[config.mk]
export PLATFORM = sky130hd
export DESIGN_NAME = env_vca_flat
export DESIGN_NICKNAME = d
export VERILOG_FILES = /design/src/rtl/env_vca_pkg.sv /design/src/rtl/env_vca_if.sv /design/src/rtl/env_vca_mul.sv /design/src/rtl/env_vca.sv /design/src/flat_wrapper.sv
export SDC_FILE = /design/constraint.sdc
export NUM_CORES = 1
export LEC_CHECK = 0
export BUFFER_PORTS_ARGS = -buffer_cell sky130_fd_sc_hd__buf_2
export CAP_MARGIN = 40
export CORE_UTILIZATION = 30
export DETAILED_ROUTE_END_ITERATION = 8
export GPL_ROUTABILITY_DRIVEN = 0
export PLACE_DENSITY_LB_ADDON = 0.05
export REMOVE_ABC_BUFFERS = 1
export SLEW_MARGIN = 20
export SYNTH_ARGS = -nofsm -noshare
export SYNTH_HDL_FRONTEND = slang
export SYNTH_SLANG_ARGS = --single-unit
[constraint.sdc]
create_clock -name clk -period 7.29 [get_ports clk]
set_clock_uncertainty 0.1 [all_clocks]
set_input_delay 0.3645 -clock clk [delete_from_list [all_inputs] [get_ports clk]]
set_output_delay 0.3645 -clock clk [all_outputs]
set_load 0.01 [all_outputs]
[src/rtl/env_vca_pkg.sv]
// Shared synth definitions for the envelope-controlled amplifier: widths common
// with the envelope generator, FSM encoding and the envelope-to-gain mapping.
package env_vca_pkg;

    localparam int NBIT_DATA = 6;
    localparam int NBIT_SMP  = 12;

    localparam logic [NBIT_DATA:0] GAIN_UNITY = {1'b1, {NBIT_DATA{1'b0}}};

    typedef enum logic [1:0] {
        ST_IDLE = 2'd0,
        ST_MUL  = 2'd1,
        ST_OUT  = 2'd2
    } state_e;

    // A full-scale envelope becomes exactly 2^NBIT_DATA so that it is a true unity gain.
    function automatic logic [NBIT_DATA:0] map_gain(input logic [NBIT_DATA-1:0] env,
                                                    input logic                 env_on);
        logic [NBIT_DATA:0] gain;
        if (!env_on) begin
            gain = {(NBIT_DATA+1){1'b0}};
        end else if (env == {NBIT_DATA{1'b1}}) begin
            gain = GAIN_UNITY;
        end else begin
            gain = {1'b0, env};
        end
        return gain;
    endfunction

endpackage

[src/rtl/env_vca_if.sv]
// Sample stream bus between the oscillator/envelope side and the amplifier.
interface env_vca_if;
    import env_vca_pkg::*;

    logic                        smp_valid;
    logic signed [NBIT_SMP-1:0]  smp_in;
    logic        [NBIT_DATA-1:0] env;
    logic                        env_on;
    logic signed [NBIT_SMP-1:0]  smp_out;
    logic                        smp_out_valid;
    logic                        busy;
    logic                        ovr;

    modport master (
        output smp_valid, smp_in, env, env_on,
        input  smp_out, smp_out_valid, busy, ovr
    );

    modport slave (
        input  smp_valid, smp_in, env, env_on,
        output smp_out, smp_out_valid, busy, ovr
    );

endinterface

[src/rtl/env_vca_mul.sv]
// Sequential signed x unsigned shift-add multiplier, one multiplier bit per cycle.
// done/result are valid in the cycle the last bit is being added, already scaled down.
module env_vca_mul #(
    parameter int NBIT_SMP  = 12,
    parameter int NBIT_DATA = 6
) (
    input  logic                        clk,
    input  logic                        rstn,
    input  logic                        start,
    input  logic signed [NBIT_SMP-1:0]  a,
    input  logic        [NBIT_DATA:0]   b,
    output logic                        done,
    output logic signed [NBIT_SMP-1:0]  result
);

    localparam int ACC_W = NBIT_SMP + NBIT_DATA + 1;
    localparam int CNT_W = $clog2(NBIT_DATA + 2);
    localparam logic [CNT_W-1:0] LAST_BIT = CNT_W'(NBIT_DATA);

    logic                    run_q,    run_d;
    logic [CNT_W-1:0]        cnt_q,    cnt_d;
    logic signed [ACC_W-1:0] acc_q,    acc_d;
    logic signed [ACC_W-1:0] mcand_q,  mcand_d;
    logic [NBIT_DATA:0]      mplier_q, mplier_d;
    logic signed [ACC_W-1:0] sum_s;

    assign done   = run_q && (cnt_q == LAST_BIT);
    // Taking the slice above the fraction bits is the floor of the arithmetic shift.
    assign result = sum_s[NBIT_DATA +: NBIT_SMP];

    // Next-state of the multiplier datapath.
    always_comb begin
        run_d    = run_q;
        cnt_d    = cnt_q;
        acc_d    = acc_q;
        mcand_d  = mcand_q;
        mplier_d = mplier_q;
        sum_s    = acc_q + (mplier_q[0] ? mcand_q : {ACC_W{1'b0}});
        if (start) begin
            run_d    = 1'b1;
            cnt_d    = {CNT_W{1'b0}};
            acc_d    = {ACC_W{1'b0}};
            mcand_d  = {{(ACC_W-NBIT_SMP){a[NBIT_SMP-1]}}, a};
            mplier_d = b;
        end else if (run_q) begin
            acc_d    = sum_s;
            mcand_d  = mcand_q <<< 1;
            mplier_d = mplier_q >> 1;
            cnt_d    = cnt_q + CNT_W'(1);
            if (done) begin
                run_d = 1'b0;
            end else begin
                run_d = 1'b1;
            end
        end else begin
            run_d = 1'b0;
        end
    end

    // Multiplier datapath registers.
    always_ff @(posedge clk or negedge rstn) begin
        if (!rstn) begin
            run_q    <= 1'b0;
            cnt_q    <= {CNT_W{1'b0}};
            acc_q    <= {ACC_W{1'b0}};
            mcand_q  <= {ACC_W{1'b0}};
            mplier_q <= {(NBIT_DATA+1){1'b0}};
        end else begin
            run_q    <= run_d;
            cnt_q    <= cnt_d;
            acc_q    <= acc_d;
            mcand_q  <= mcand_d;
            mplier_q <= mplier_d;
        end
    end

endmodule

[src/rtl/env_vca.sv]
// Envelope-controlled amplifier: scales each strobed sample by the envelope gain
// with a fixed-latency sequential multiply and registered outputs.
module env_vca
    import env_vca_pkg::*;
(
    input  logic      clk,
    input  logic      rstn,
    env_vca_if.slave  bus
);

    state_e                     state_q, state_d;
    logic                       accept_s;
    logic [NBIT_DATA:0]         gain_s;
    logic                       mul_done_s;
    logic signed [NBIT_SMP-1:0] mul_res_s;

    logic signed [NBIT_SMP-1:0] smp_out_q, smp_out_d;
    logic                       valid_q,   valid_d;
    logic                       busy_q,    busy_d;
    logic                       ovr_q,     ovr_d;

    // New samples are taken in IDLE and also in OUT so back-to-back streams lose no cycle.
    assign accept_s = bus.smp_valid && ((state_q == ST_IDLE) || (state_q == ST_OUT));
    assign gain_s   = map_gain(bus.env, bus.env_on);

    env_vca_mul #(
        .NBIT_SMP  (NBIT_SMP),
        .NBIT_DATA (NBIT_DATA)
    ) u_mul (
        .clk    (clk),
        .rstn   (rstn),
        .start  (accept_s),
        .a      (bus.smp_in),
        .b      (gain_s),
        .done   (mul_done_s),
        .result (mul_res_s)
    );

    // FSM state register.
    always_ff @(posedge clk or negedge rstn) begin
        if (!rstn) begin
            state_q <= ST_IDLE;
        end else begin
            state_q <= state_d;
        end
    end

    // FSM next-state logic.
    always_comb begin
        state_d = state_q;
        case (state_q)
            ST_IDLE: begin
                if (bus.smp_valid) state_d = ST_MUL;
                else               state_d = ST_IDLE;
            end
            ST_MUL: begin
                if (mul_done_s) state_d = ST_OUT;
                else            state_d = ST_MUL;
            end
            ST_OUT: begin
                if (bus.smp_valid) state_d = ST_MUL;
                else               state_d = ST_IDLE;
            end
            default: state_d = ST_IDLE;
        endcase
    end

    // FSM output logic feeding the output registers.
    always_comb begin
        valid_d = mul_done_s;
        busy_d  = (state_d == ST_MUL);
        ovr_d   = bus.smp_valid && (state_q == ST_MUL);
        if (mul_done_s) begin
            smp_out_d = mul_res_s;
        end else begin
            smp_out_d = smp_out_q;
        end
    end

    // Output registers.
    always_ff @(posedge clk or negedge rstn) begin
        if (!rstn) begin
            smp_out_q <= {NBIT_SMP{1'b0}};
            valid_q   <= 1'b0;
            busy_q    <= 1'b0;
            ovr_q     <= 1'b0;
        end else begin
            smp_out_q <= smp_out_d;
            valid_q   <= valid_d;
            busy_q    <= busy_d;
            ovr_q     <= ovr_d;
        end
    end

    assign bus.smp_out       = smp_out_q;
    assign bus.smp_out_valid = valid_q;
    assign bus.busy          = busy_q;
    assign bus.ovr           = ovr_q;

endmodule
[src/flat_wrapper.sv]
// flat-port wrapper written by rule: the top's interface ports become plain ports
module env_vca_flat import env_vca_pkg::*;
  (clk, rstn, bus_smp_valid, bus_smp_in, bus_env, bus_env_on, bus_smp_out, bus_smp_out_valid, bus_busy, bus_ovr);
  env_vca_if bus_i ();
  input  logic clk;
  input  logic rstn;
  input wire logic [$bits(bus_i.smp_valid)-1:0] bus_smp_valid;
  input wire logic [$bits(bus_i.smp_in)-1:0] bus_smp_in;
  input wire logic [$bits(bus_i.env)-1:0] bus_env;
  input wire logic [$bits(bus_i.env_on)-1:0] bus_env_on;
  output wire logic [$bits(bus_i.smp_out)-1:0] bus_smp_out;
  output wire logic [$bits(bus_i.smp_out_valid)-1:0] bus_smp_out_valid;
  output wire logic [$bits(bus_i.busy)-1:0] bus_busy;
  output wire logic [$bits(bus_i.ovr)-1:0] bus_ovr;
  assign bus_i.smp_valid = bus_smp_valid;
  assign bus_i.smp_in = bus_smp_in;
  assign bus_i.env = bus_env;
  assign bus_i.env_on = bus_env_on;
  assign bus_smp_out = bus_i.smp_out;
  assign bus_smp_out_valid = bus_i.smp_out_valid;
  assign bus_busy = bus_i.busy;
  assign bus_ovr = bus_i.ovr;
  env_vca u_core (.clk(clk), .rstn(rstn), .bus(bus_i));
endmodule
## After elaboration in Yosys (flattened, before gate mapping)

Index checks and enable logic that the tools add are counted.

- Add/sub/neg operators: 2
- Equality and inequality tests: 5
- Muxes and demuxes: 17
- Reductions and logical operators: 7

Operators by type and width:

| operator | count |
|---|---|
| $mux 19 | 5 |
| $mux 7 | 4 |
| $add 19x19->19 | 1 |
| $eq 6x6->1 const B | 1 |
| $mux 3 | 2 |
| $eq 2x1->1 const B | 2 |
| $mux 1 | 4 |
| $pmux 2 s2 | 1 |
| $add 3x1->3 const B | 1 |
| $eq 3x3->1 const B | 1 |
| $logic_and 1x1->1 | 3 |
| $eq 2x2->1 const B | 1 |
| $logic_not 2->1 | 1 |
| $mux 2 | 1 |
| $reduce_bool 2->1 | 1 |
| $reduce_or 2->1 | 1 |
| $logic_or 1x1->1 | 1 |

- Register bits after elaboration: 66
- Output and inout port bits: 15
- Word-level logic and storage cells: 41

## Depth between registers and ports, before layout

- Depth after elaboration: 5
- Mapped depth: 12
- Gate-level depth less buffers: 11

## By module

Synthesis repeated with hierarchy kept, for this count alone.

- Cell total of the unflattened synthesis: 410
- Area, all modules: 3,993.8 sq um

Modules (own cells, without submodules):

| module | times used | cells each | area each (sq um) | sequential area each (sq um) |
|---|---|---|---|---|
| env_vca_mul | 1 | 355 | 3,249.4 | 1,176.1 |
| env_vca | 1 | 55 | 744.5 | 425.4 |

## Worst setup path after synthesis

No wires, ideal clock.

- Path kind: reg-to-reg
- Start: register u_core.u_mul.mplier_q[0]
- End: register u_core.smp_out_q[11] (netlist: u_core.bus.smp_out[11])
- Data arrival time: 2,395 ps
- Data required time: 7,108 ps
- Path slack: 4,713 ps
- Stages on the path, launching flop included: 10
- Buffers on the path: 0
- Period minus slack after synthesis: 2,577 ps
- Cell sequence: dfrtp_1 -> and2_1 -> ha_1 -> a211oi_2 -> nor2_1 -> o311ai_4 -> a211oi_2 -> o211a_1 -> or3_1 -> a31oi_1

- Longest elaborated chain between the ends: 2

Ends and longest elaborated chain:

| item | RTL line | RTL |
|---|---|---|
| start: declaration | env_vca_mul.sv:24 | `logic [NBIT_DATA:0] mplier_q, mplier_d;` |
| start signal: assignment | env_vca_mul.sv:67 | `mplier_q <= {(NBIT_DATA+1){1'b0}};` |
| start signal: assignment | env_vca_mul.sv:73 | `mplier_q <= mplier_d;` |
| $mux 19 | env_vca_mul.sv:38 | `sum_s = acc_q + (mplier_q[0] ? mcand_q : {ACC_W{1'b0}});` |
| $add 19x19->19 | env_vca_mul.sv:38 |  |
| end signal: assignment | env_vca.sv:83 | `smp_out_q <= {NBIT_SMP{1'b0}};` |
| end signal: assignment | env_vca.sv:88 | `smp_out_q <= smp_out_d;` |
| end: declaration | env_vca.sv:17 | `logic signed [NBIT_SMP-1:0] smp_out_q, smp_out_d;` |

Every way passes these cells.
A chain may end at the register's enable or synchronous reset.

## Worst setup path in the final report

- Start: register u_core.u_mul.mplier_q[0]
- End: register u_core.smp_out_q[10] (netlist: u_core.bus.smp_out[10])

Same word-level chain as after synthesis.

==> metrics.txt <==
outcome=complete, but fails checks; failing checks=DRC; vias per cell=4.796; Worst-path clk slew=around 50 ps; Rows=39; fin cells=565; vias in the first global route=2825; ant diodes=0; clock share of power=between 20% and 30%; Max transition margin=roughly 53%; simple-gate share of the synthesized area=about 16%; Switch Pwr=0.7808 mW; antenna violations before repair=0; clk root buf=clkbuf_16; WP buf/inv=0; Final #Nets=459; WP depth=9; post-layout util=37.07%; Worst Hold Class=input pin to register; CTS buffer count=9; area grow syn2layout=19.34%; critical path type=register to register; Peak VDD IR=111.4 µV; crit end category=register; Synth top area share=44.77%; reg2reg end=u_core.bus.smp_out[10]$_DFFE_PN0P_; Synth Instances=383; largest family of logic cells by synthesized area=compound AO/OA/AOI/OAI gates; Pleak=2.099 nW; Clock H-tree levels=3; Switching Fraction=38.93%; routed len/inst=14.27 µm; total clock sinks=64; worst hold margin=134.8 ps; r2r startpoint=u_core.u_mul.mplier_q[0]$_DFFE_PN0P_; #FFs+latches synth=64; clock tree from TritonCTS=yes; Internal=about 1.2 mW; post-synthesis mux area share=about 7.0%; Pre-antenna DRT Iters=8; Max-cap violations=0; GR Util All Layers=14.78%; Iteration-0 DRC Markers=about 100; crit path capture=u_core.bus.smp_out[10]$_DFFE_PN0P_; # IOs=37; placed cell area=3925 µm²; Final Hold Fails=0; reg2reg setup slack=roughly 4300 ps; startpoint type of the worst setup path=register; Post-Synth Adder-Cell Area=7.205%; sequential share of the synthesized area=between 40% and 50%; Worst Path Arrival=3090 ps; number of synthesis warnings=0; Routed Wire Length=8.060 mm; RSZ-0062 raised after global routing=no; max incr delay on CP=560 ps; minimum clock period after layout=2998 ps; placed cell count=547; Crit-path slowest cell=dfrtp_1; synthesized area per cell=~9.3 µm²; largest net degree at the start of global routing=49; worst-skew pair later-pin latency=around 340 ps; post-synthesis xor/xnor area fraction=3.917%; Mapped Area=3577 µm²; postcts setup bufs=0; Die Wd=111.2 µm; DRC Markers=8; post-DP HPWL=about 5.6 mm; first-pass GRT wire length=14.22 mm; layout cell share with drive strength beyond 1=14.69%; period utilization=41.13%; CP top delay family=compound AO/OA/AOI/OAI gates; Seq pwr share=31.5%; Post-synth EDFFs=0; vias post-DR=2710; worst reg2reg path depth=9; worst path cell trace=and2_1 > ha_1 > a211oi_2 > nor2_1 > or3_1 > o22ai_1 > o221ai_1 > xnor2_1 > o21ai_0; top post-synthesis cells by area=dfrtp_1 (45%), mux2i_1 (7.0%), ha_1 (6.6%); post_cts resized=0; asr flop ratio synth=100.0%; setup violators final=0; Critical Path Fanout Max=19; most used flip-flop cell after synthesis=dfrtp_1; port bufs=36; initial core utilization=31.06%; DIE AREA=12360 µm²; worst slew pin tran=705.7 ps; post-synthesis compound-gate area fraction=18.12%; Comb power frac=between 40% and 50%; Die H=between 100 and 150 µm; GR Overflow Total=0; Peak Freq=333.5 MHz; library cells used by synthesis=38; CP required=between 7000 and 8000 ps; setup TNS=0 ps; Clock Path Buffers=2; fin area=4269 µm²; fin. max-slew vios=0; biggest area consumer among synthesized cells=dfrtp_1; PD cells=469.8 nW/µm²; CORE AREA=11520 µm²; Routed Antenna Nets=0; worst setup path startpoint=u_core.u_mul.mplier_q[0]$_DFFE_PN0P_
## cells by family (layout without fill, tap and decap cells)
logic type,after synthesis,after routing
AND/OR/NAND/NOR,124,124
AO/OA/AOI/OAI,105,105
flip-flops,64,64
buffers and inverters,29,68
multiplexers,25,25
adder cells (fa/ha/maj),20,20
XOR/XNOR,16,16
## worst register-to-register path: stages (launching register included)
cell	delay, ps
dfrtp_1	560
and2_1	240
ha_1	340
a211oi_2	240
nor2_1	120
or3_1	400
o22ai_1	320
o221ai_1	190
xnor2_1	210
o21ai_0	100
## sequential cells by signal, indices dropped and copies added (netlist names)
register	count
u_core.bus.busy	1
u_core.bus.ovr	1
u_core.bus.smp_out	12
u_core.bus.smp_out_valid	1
u_core.state_q	2
u_core.u_mul.acc_q	18
u_core.u_mul.cnt_q	3
u_core.u_mul.mcand_q	18
u_core.u_mul.mplier_q	7
u_core.u_mul.run_q	1
## Yosys cell counts (6+ instances only)
| cell | instances |
|---|---|
| a21o_1 | 6 |
| a21oi_1 | 39 |
| and2_1 | 22 |
| clkbuf_1 | 20 |
| dfrtp_1 | 64 |
| ha_1 | 19 |
| inv_1 | 9 |
| mux2i_1 | 25 |
| nand2_1 | 44 |
| nor2_1 | 34 |
| nor3_1 | 7 |
| o21ai_0 | 35 |
| xnor2_1 | 6 |
| xor2_1 | 10 |
## per-stage QoR
stage          setup WS [ps]  total power [mW]
2_1_floorplan           4637             1.314
3_3_place_gp            4329             1.546
3_5_place_dp            4248             1.564
4_1_cts                 4222             2.037
5_1_grt                 3980             2.203
6_report                4292             2.006
## layer usage
metal	global-route usage [%]	share of wire [%]	up-vias
li1	-	-	1410
met1	19.05	51	1259
met2	22.96	44	31
met3	3.937	2.8	10
met4	7.027	2.1	0
met5	0	0	-
## how the worst min path moves through the flow
stage	from	end	cells past startpoint
floorplan	rstn	u_core.bus.busy$_DFF_PN0_	0
global placement	u_core.bus.smp_out[7]$_DFFE_PN0P_	u_core.bus.smp_out[7]$_DFFE_PN0P_	2
detailed placement	rstn	u_core.bus.smp_out[3]$_DFFE_PN0P_	2
CTS	bus_smp_in[0]	u_core.u_mul.mcand_q[0]$_DFFE_PN0P_	3
global route	bus_smp_in[0]	u_core.u_mul.mcand_q[0]$_DFFE_PN0P_	3
finish	bus_smp_in[0]	u_core.u_mul.mcand_q[0]$_DFFE_PN0P_	3
## cell usage in the layout (no fill, tap or decap), drive strengths merged, types with 2 or more instances in the layout
cell | Yosys | final
o211ai | 3 | 3
nand2b | 4 | 4
inv | 9 | 9
nand3b | 2 | 2
mux2i | 25 | 25
clkbuf | 20 | 14
nand4 | 4 | 4
o41ai | 2 | 2
nor2b | 2 | 2
o22ai | 2 | 2
or3 | 2 | 2
a21o | 6 | 6
o21a | 2 | 2
o21ai | 35 | 35
buf | 0 | 42
and2 | 22 | 22
xnor2 | 6 | 6
dfrtp | 64 | 64
ha | 19 | 19
nand2 | 44 | 44
nor3 | 7 | 7
a211oi | 6 | 6
a21oi | 39 | 39
nor2 | 34 | 34
o311ai | 2 | 2
xor2 | 10 | 10
nand3 | 3 | 3
## layout make-up
| class | count | area (µm²) |
|---|---|---|
| fill | 1186 | 7247 |
| multi-input combinational | 290 | 1867 |
| sequential | 64 | 1603 |
| clock buffer | 14 | 284.0 |
| timing repair buffer | 43 | 267.8 |
| tap | 143 | 178.9 |
| clock inverter | 2 | 35.03 |
| inverter | 9 | 33.78 |
## repair_timing
action,in CTS,in global routing
setup endpoints to repair,0,0
hold buffers,1,0
hold endpoints to repair,24,0
## power groups by stage
stage	clock network (mW)	logic [mW]	registers, mW
finish	0.458	0.915	0.632
global route	0.489	1.05	0.661
CTS	0.475	0.925	0.638
detailed placement	0	0.921	0.643
global placement	0	0.883	0.663
floorplan	0	0.679	0.635
No activity file was read; power rests on OpenSTA's default activity.
